--- config.mk ---
export PLATFORM = sky130hd
export DESIGN_NAME = multi_channel_debouncer
export DESIGN_NICKNAME = d
export VERILOG_FILES = /design/src/rtl/multi_channel_debouncer.sv
export SDC_FILE = /design/constraint.sdc
export NUM_CORES = 1
export LEC_CHECK = 0
export CORE_MARGIN = 2
export CORE_UTILIZATION = 24
export DETAILED_ROUTE_END_ITERATION = 8
export SKIP_LAST_GASP = 1
export SYNTH_ARGS = -nofsm -noshare
export SYNTH_HDL_FRONTEND = slang
export SYNTH_SLANG_ARGS = --single-unit
--- constraint.sdc ---
create_clock -name clk -period 5.6 [get_ports clk]
set_input_delay 1.12 -clock clk [delete_from_list [all_inputs] [get_ports clk]]
set_output_delay 1.12 -clock clk [all_outputs]
set_load 0.1 [all_outputs]
--- src/rtl/multi_channel_debouncer.sv ---
// -----------------------------------------------------------------------------
// multi_channel_debouncer
//
// Debounces N_CH independent raw inputs (switches, buttons). Each channel runs
// a 2-flop synchronizer followed by a 4-state debounce FSM with its own
// counter. Two debounce styles are offered:
//   - delayed (early_mode=0): the output follows the raw level only after it
//     has been stable for eff_thr cycles; shorter glitches are swallowed.
//   - early   (early_mode=1): the output follows the first raw edge at once,
//     then the channel ignores its input for eff_thr cycles (lock-out).
// The style is latched per channel when a transition starts, so changing
// early_mode mid-count has no effect until the next transition.
//
// Ports
//   clk           : single clock, all state on the rising edge
//   reset         : synchronous, active-high
//   noisy_in      : [N_CH] raw asynchronous inputs
//   threshold     : [CNT_W] debounce time in clk cycles (0 behaves as 1)
//   early_mode    : 0 = delayed debounce, 1 = early (lock-out) debounce
//   debounced_out : [N_CH] registered debounced level
//   rise_pulse    : [N_CH] one-cycle pulse on each debounced 0->1
//   fall_pulse    : [N_CH] one-cycle pulse on each debounced 1->0
//   change_any    : OR of all rise/fall pulses
// -----------------------------------------------------------------------------
module multi_channel_debouncer #(
  parameter int N_CH  = 4,
  parameter int CNT_W = 16
) (
  input  logic              clk,
  input  logic              reset,
  input  logic [N_CH-1:0]   noisy_in,
  input  logic [CNT_W-1:0]  threshold,
  input  logic              early_mode,
  output logic [N_CH-1:0]   debounced_out,
  output logic [N_CH-1:0]   rise_pulse,
  output logic [N_CH-1:0]   fall_pulse,
  output logic              change_any
);

  typedef enum logic [1:0] {
    S_LOW     = 2'd0,
    S_TO_HIGH = 2'd1,
    S_HIGH    = 2'd2,
    S_TO_LOW  = 2'd3
  } state_t;

  // Terminal count for a transition: eff_thr-1 with eff_thr = max(thr,1).
  // A zero threshold therefore needs a single counting cycle.
  function automatic logic [CNT_W-1:0] done_level(input logic [CNT_W-1:0] thr);
    return (thr == '0) ? '0 : (thr - CNT_W'(1));
  endfunction

  logic [N_CH-1:0]  sync_p0;
  logic [N_CH-1:0]  sync_p1;
  logic [CNT_W-1:0] done_cnt;
  logic [N_CH-1:0]  lvl_nxt;

  // Threshold is evaluated live, so lowering it mid-count finishes the
  // transition on the next edge once cnt already meets the new limit.
  assign done_cnt = done_level(threshold);

  // Stage p0/p1: two-flop synchronizer against metastability on raw inputs
  always_ff @(posedge clk) begin
    if (reset) begin
      sync_p0 <= '0;
      sync_p1 <= '0;
    end else begin
      sync_p0 <= noisy_in;
      sync_p1 <= sync_p0;
    end
  end

  for (genvar i = 0; i < N_CH; i++) begin : g_ch
    state_t           state;
    state_t           state_nxt;
    logic [CNT_W-1:0] cnt;
    logic [CNT_W-1:0] cnt_nxt;
    logic             m;
    logic             m_nxt;
    logic             s;
    logic             done;
    logic             lvl;

    assign s    = sync_p1[i];
    assign done = (cnt >= done_cnt);

    // Stage: per-channel FSM state register
    always_ff @(posedge clk) begin
      if (reset) begin
        state <= S_LOW;
        cnt   <= '0;
        m     <= 1'b0;
      end else begin
        state <= state_nxt;
        cnt   <= cnt_nxt;
        m     <= m_nxt;
      end
    end

    always_comb begin
      state_nxt = state;
      cnt_nxt   = cnt;
      m_nxt     = m;
      case (state)
        S_LOW: begin
          if (s) begin
            state_nxt = S_TO_HIGH;
            cnt_nxt   = '0;
            m_nxt     = early_mode;
          end
        end
        S_HIGH: begin
          if (!s) begin
            state_nxt = S_TO_LOW;
            cnt_nxt   = '0;
            m_nxt     = early_mode;
          end
        end
        S_TO_HIGH: begin
          // In early mode the input is locked out until the count completes.
          if (!m && !s) begin
            state_nxt = S_LOW;
          end else if (done) begin
            state_nxt = S_HIGH;
          end else begin
            cnt_nxt = cnt + CNT_W'(1);
          end
        end
        S_TO_LOW: begin
          if (!m && s) begin
            state_nxt = S_HIGH;
          end else if (done) begin
            state_nxt = S_LOW;
          end else begin
            cnt_nxt = cnt + CNT_W'(1);
          end
        end
        default: begin
          state_nxt = S_LOW;
        end
      endcase
    end

    // Debounced level seen from the next state: delayed mode keeps the old
    // level during a transition, early mode already shows the new one.
    always_comb begin
      lvl = 1'b0;
      case (state_nxt)
        S_HIGH:    lvl = 1'b1;
        S_TO_LOW:  lvl = ~m_nxt;
        S_TO_HIGH: lvl = m_nxt;
        default:   lvl = 1'b0;
      endcase
    end

    assign lvl_nxt[i] = lvl;
  end

  // Stage: registered outputs; pulses compare the new level with the one
  // currently shown so each edge is flagged exactly once.
  always_ff @(posedge clk) begin
    if (reset) begin
      debounced_out <= '0;
      rise_pulse    <= '0;
      fall_pulse    <= '0;
      change_any    <= 1'b0;
    end else begin
      debounced_out <= lvl_nxt;
      rise_pulse    <= lvl_nxt & ~debounced_out;
      fall_pulse    <= ~lvl_nxt & debounced_out;
      change_any    <= |(lvl_nxt ^ debounced_out);
    end
  end

endmodule

==> qor.yml <==
setup_tns_ns: 0
finalHoldViolations: 0
grt_pass1_wl_um: 26200
grt_pass1_vias: 5047
cts_root_buf: "clkbuf_16"
yosys_most_used_dff: "dfxtp_1"
fill_cells: 2762
netlist_area_mm2: 0.00628
multi_input_area_mm2: 0.00412
worstPathMaxFanout: 14
synthArstFlopShare: 0
status: "completed"
rows: 59
min_from: "sync_p0[0]$_SDFF_PP0_"
drc: 0
antenna_found_initial: 0
worst_path_max_delay_cell: "or4_1"
fin_crit_sh: 0.914
worstMarginPinSlew_ns: 0.983
grt_usage: 0.115
ys_ff_latch: 97
critPathKind: "input pin to flip-flop"
cts_buffers: 9
avgSynthCellArea_um2: 8.39
clkPwrFrac: 0.414
drt_wl_total_um: 15800
area_delta_synth_final_pct: 16.9
wl_per_cell_um: 14.1
io_buffers: 35
synth_top_area_cell: "dfxtp_1"
initial_utilization: 0.243
cp.arrival_ns: 5.41
drive_gt1_frac: 0.0599
leakage_nw: 2.87
synth_common_cells: "dfxtp_1, ha_1, nand2_1"
p_total_mw: 1.47
dp_hpwl_um: 11700
cts_tree: "yes"
ctsHoldBuffers: 0
n_antenna_cell: 0
crit_path_max_incr_delay_ns: 0.55
ir_drop_v: 0.000158
hold_slack_ns: 0.438
drv_cap: 0
drv_slew: 0
ant_nets: 0
core_mm2: 0.0258
drt-initial-drc-count: 318
synth_edf_count: 0
ios: 36
critPathLaunchType: "input pin"
grt_overflow: 0
synth.most_common_cell: "dfxtp_1"
cp-end-kind: "flip-flop"
die_x_um: 166
combPwrFrac: 0.106
setup_viol_count_final: 0
cts_resized: 0
chipHeight_um: 166
clock_latency_ns: 0.36
place.gp.congestion: 0.814
ys_types: 61
finClkSkew_ns: 0.0104
yosys-top-cells-area: "dfxtp_1, ha_1, a21oi_1"
swShare: 0.276
cts_setup_buffers: 0
final.min_clock_period_ns: 5.12
synth_top_area_frac: 0.309
cp_cell_sequence: "clkdlybuf4s50_1 -> or4_1 -> or3_1 -> buf_4 -> nand2_1 -> ha_1 -> and4_1 -> a221oi_2 -> a21oi_1 -> a211o_1 -> or2_2 -> o21ai_0 -> a211oi_1 -> ha_1 -> a41oi_1"
cpMostUsedCell: "ha_1"
regArea_mm2: 0.00194
critPathLaunch: "threshold[12]"
p_sw_mw: 0.406
seqPwrFrac: 0.480
rsz0062_at_grt: "no"
syn_nets: 849
critPathRequiredTime_ns: 5.89
max_freq_mhz: 195
firstDrtPassIters: 4
ctsHtreeMaxLevel: 3
yosysWarnings: 0
vias_per_cell: 4.93
clk_path_buf_depth: 2
post_synth_inst_count: 748
r2r-start: "g_ch[2].cnt[0]$_SDFFE_PP0P_"
dr_total_vias: 5521
p_int_mw: 1.07
cellPowerDensity_mw_per_mm2: 201
nNetsFinal: 880
hold_class: "flip-flop to flip-flop"
grt_max_degree: 37
max-slew-margin-rel: 0.343
path_clk_slew_ns: 0.08
cts_sinks: 97
ys_seq_area_frac: 0.309
fp.dieArea_mm2: 0.0275
layer usage:
metal	vias up	track usage	share of wire
li1	2818	-	-
met1	2586	0.170	0.53
met2	100	0.169	0.40
met3	17	0.0260	0.049
met4	0	0.0299	0.013
met5	-	0	0
stage by stage:
step / std cells / util / instance area [µm²] / setup slack, ns
after floorplan: 748 / - / 6280 / 0.767
after global placement: 1103 / 0.273 / 7050 / 0.124
after detailed placement: 1103 / 0.273 / 7050 / 0.0969
after CTS: 1119 / 0.284 / 7340 / 0.467
after global routing: 1119 / 0.284 / 7340 / 0.250
final: 1119 / 0.284 / 7340 / 0.481
final timing paths:
| kind | endpoint | slack, ns | cells past startpoint |
|---|---|---|---|
| worst min register to register | sync_p1[0]$_SDFF_PP0_ | 0.44 | 1 |
| worst max register to register | change_any$_SDFF_PP0_ | 2.53 | 11 |
| worst min-delay path | sync_p1[0]$_SDFF_PP0_ | 0.44 | 1 |
| worst max-delay path | change_any$_SDFF_PP0_ | 0.48 | 15 |
kinds of logic (layout without fill, tap and decap cells):
logic type                 after synthesis  in the layout  share of synthesized area
and+or+nand+nor                        291            291                      0.242
AOI/OAI and AO/OA                      172            172                      0.181
xor gates and xnor gates                47             47                     0.0656
buffers and inverters                   56             92                     0.0353
DFF                                     97             97                      0.309
muxes                                    7              7                     0.0116
adders and majority gates               78             78                      0.155
critical path: cells and delay by family:
| family | cells | cell delay, ns |
|---|---|---|
| AOI/OAI and AO/OA | 6 | 1.28 |
| buffers and inverters | 2 | 0.67 |
| adders and majority gates | 2 | 0.63 |
| and+or+nand+nor | 5 | 1.73 |
power groups by stage:
stage          sequential, mW  combinational, mW  clock, mW
2_1_floorplan           0.735             0.0809          0
6_report                0.706              0.156      0.610
3_5_place_dp            0.722              0.155          0
3_3_place_gp            0.722              0.154          0
5_1_grt                 0.707              0.173      0.647
4_1_cts                 0.706              0.157      0.626
final cells by class:
| type | count | share of cell area |
|---|---|---|
| clock buffers | 9 | 0.0307 |
| multi-input cells | 595 | 0.561 |
| well taps | 335 | 0.0571 |
| clock inverters | 7 | 0.00870 |
| repair buffers | 53 | 0.0662 |
| flip-flops and latches | 97 | 0.265 |
| inverters | 23 | 0.0118 |
layout by cell type, fill, tap and decap left out, types with 6 or more instances in the layout:
master and instances:
a2111oi_0 7, and3_1 15, a21o_1 8, dfxtp_1 97, inv_1 23, nor2b_1 19, o21ai_0 27, a21oi_1 59
nor3_1 13, buf_4 18, clkdlybuf4s50_1 35, or4_1 13, nand3_1 24, and4_1 7, ha_1 78, o21a_1 6
xnor2_1 33, nand2b_1 6, xor2_1 14, or3_1 15, nand4_1 27, a211oi_1 14, clkbuf_16 9, nor2_1 62
nand2_1 64, o31ai_1 7
registers in the layout (all words and copies together), names as in the netlist:
signal and cells:
g_ch.cnt 64, g_ch.state 8, debounced_out 4, fall_pulse 4
g_ch.m 4, rise_pulse 4, sync_p0 4, sync_p1 4
change_any 1
Power figures use the tool's default switching activity.
==> edit, RTL diff (same flow settings) <==
The 4 states of `state_t` get a one-hot encoding in 4 bits.
--- a/src/rtl/multi_channel_debouncer.sv
+++ b/src/rtl/multi_channel_debouncer.sv
@@ -38,9 +38,9 @@
 );
 
-  typedef enum logic [1:0] {
-    S_LOW     = 2'd0,
-    S_TO_HIGH = 2'd1,
-    S_HIGH    = 2'd2,
-    S_TO_LOW  = 2'd3
+  typedef enum logic [3:0] {
+    S_LOW     = 4'b0001,
+    S_TO_HIGH = 4'b0010,
+    S_HIGH    = 4'b0100,
+    S_TO_LOW  = 4'b1000
   } state_t;
 
Function: no difference found for any inputs over 4 cycles, from zero or initial values and one cycle with reset high; so few cycles prove little.
==> edit against the original RTL <==
- count of clock-buffer cells in the layout rose by 1
- cell area rose by 12%
- synthesized cell count rose by 14%
- critical path depth rose by 1
- power rose by 7.7%
- combinational power rose by 21%
- sequential cell count rose by 8
- synthesized area rose by 10%
- wire length rose by 13%
- via count rose by 12%
- worst setup slack got worse by 0.082 ns
- hold slack improved by 0.00087 ns
- critical path type unchanged
- critical endpoint unchanged
==> edit: results (changes against the original RTL) <==
* Status: completed
* GRT Total Usage at 12.01% (+0.49 points)
* Nets at 1014 (+15%)
* Fraction of layout cells with a size suffix above 1 at 8.497% (+2.5 points)
* Hpwl dp at 13660 µm (+17%)
* DR iter-0 viols at 352 (+11%)
* Largest net degree at the start of global routing at 39 (+5.4%)
* DR WL/cell at 13.64 µm (-3.2%)
* Placed instance area at 7948 µm² (+13%)
* Pin slew with the least headroom to its limit at 0.9830 ns (+0.0003006 ns)
* Arrival time worst endpoint at 5.49 ns (+0.08 ns)
* First-pass GRT wire length at 29590 µm (+13%)
* Leading post-synthesis cells by cell area: dfxtp_1, ha_1, nor2_1
* Net Count, Synth at 953 (+12%)
* Leak pwr at 3.173 nW (+10%)
* Gpl congestion at 0.8759 (+7.6%)
* 1st-pass router iterations at 5 (+1)
* Yosys cell types at 70 (+15%)
* Final Skew at 0.007774 ns (-0.002613 ns)
* Commonest cells in the netlist: dfxtp_1, nor2_1, nand2_1
* Placed Instances at 1286 (+17%)
* Register area share after synthesis at 30.36% (-0.57 points)
* Largest regs: g_ch.cnt x64, g_ch.state x16
* Vias in the first global route at 5823 (+15%)
* Total wire length at 17760 µm (+13%)
* Cells after Synth at 852 (+14%)
* VDD IR-drop max at 0.0001509 V (-4.2%)
* Max FO, Critical Path at 5 (-9)
[edit: cell count changes in the layout (fill, tap and decap cells not counted), moves of 10 or more]
cell,before,now
inv_1,23,38
buf_4,18,39
o21ai_0,27,48
nand2_1,64,79
or3_1,15,26
nor2b_1,19,29
nor2_1,62,89
[edit: cell type report]
class	instances	area, µm²
Fill cell	3079	20300
Multi-Input combinational cell	683	4581
Sequential cell	105	2102
Timing Repair Buffer	74	643.1
Tap cell	384	480.5
Clock buffer	10	239.0
Inverter	40	150.1
Clock inverter	6	51.30
[edit: cell families (layout without fill, tap and decap cells)]
group | after synthesis | in the layout | share of synthesized area (%)
AO/OA/AOI/OAI | 187 | 187 | 18.40
XOR/XNOR | 48 | 48 | 6.073
adder cells (fa/ha/maj) | 78 | 78 | 14.10
buffers and inverters | 64 | 130 | 3.596
flip-flops | 105 | 105 | 30.36
multiplexers | 5 | 5 | 0.7410
AND/OR/NAND/NOR | 365 | 365 | 26.73
[edit: stage by stage]
stage               worst slack [ns]   TNS, ns  utilization [%]
floorplan                     0.7637         0                -
global placement            -0.01358  -0.01358            27.84
detailed placement          -0.05329  -0.07368            27.84
CTS                           0.3141         0            28.86
global route                 0.04476         0            28.89
finish                        0.3984         0            28.89
[edit: path summary, 6_finish.rpt]
path	start	endpoint	slack (ns)	depth (start not counted)
max reg2reg	g_ch[3].cnt[0]	change_any	2.73	11
min reg2reg	sync_p0[2]	sync_p1[2]	0.44	1
min	sync_p0[2]	sync_p1[2]	0.44	1
max	threshold[6]	change_any	0.40	16
[edit: worst max-delay path, cell delays in order]
cell,delay (ns)
clkdlybuf4s50_1,0.41
or4_1,0.63
nor4_2,0.23
nor2b_2,0.25
nand4_1,0.22
and2_1,0.30
ha_1,0.28
nand2b_1,0.14
a2111o_1,0.45
a221oi_4,0.26
o211a_1,0.26
nor2_1,0.07
o21ai_0,0.22
nand3_1,0.13
ha_1,0.32
a41oi_1,0.20
[edit: power breakdown]
group | internal [W] | leakage (nW) | total [W] | switching, W
clock network | 0.000320 | 0.133 | 0.000630 | 0.000311
logic | 0.0000735 | 2.19 | 0.000188 | 0.000114
registers | 0.000756 | 0.850 | 0.000768 | 0.0000113
total | 0.00115 | 3.17 | 0.00159 | 0.000436
[edit: per-layer routing]
| metal | vias to the layer above | GRT usage [%] | wire length, µm |
|---|---|---|---|
| met2 | 136 | 18.14 | 7665 |
| met4 | 0 | 5.147 | 425 |
| met1 | 2865 | 17.02 | 9022 |
| met5 | - | 0 | 0 |
| met3 | 18 | 1.689 | 642 |
| li1 | 3174 | - | - |
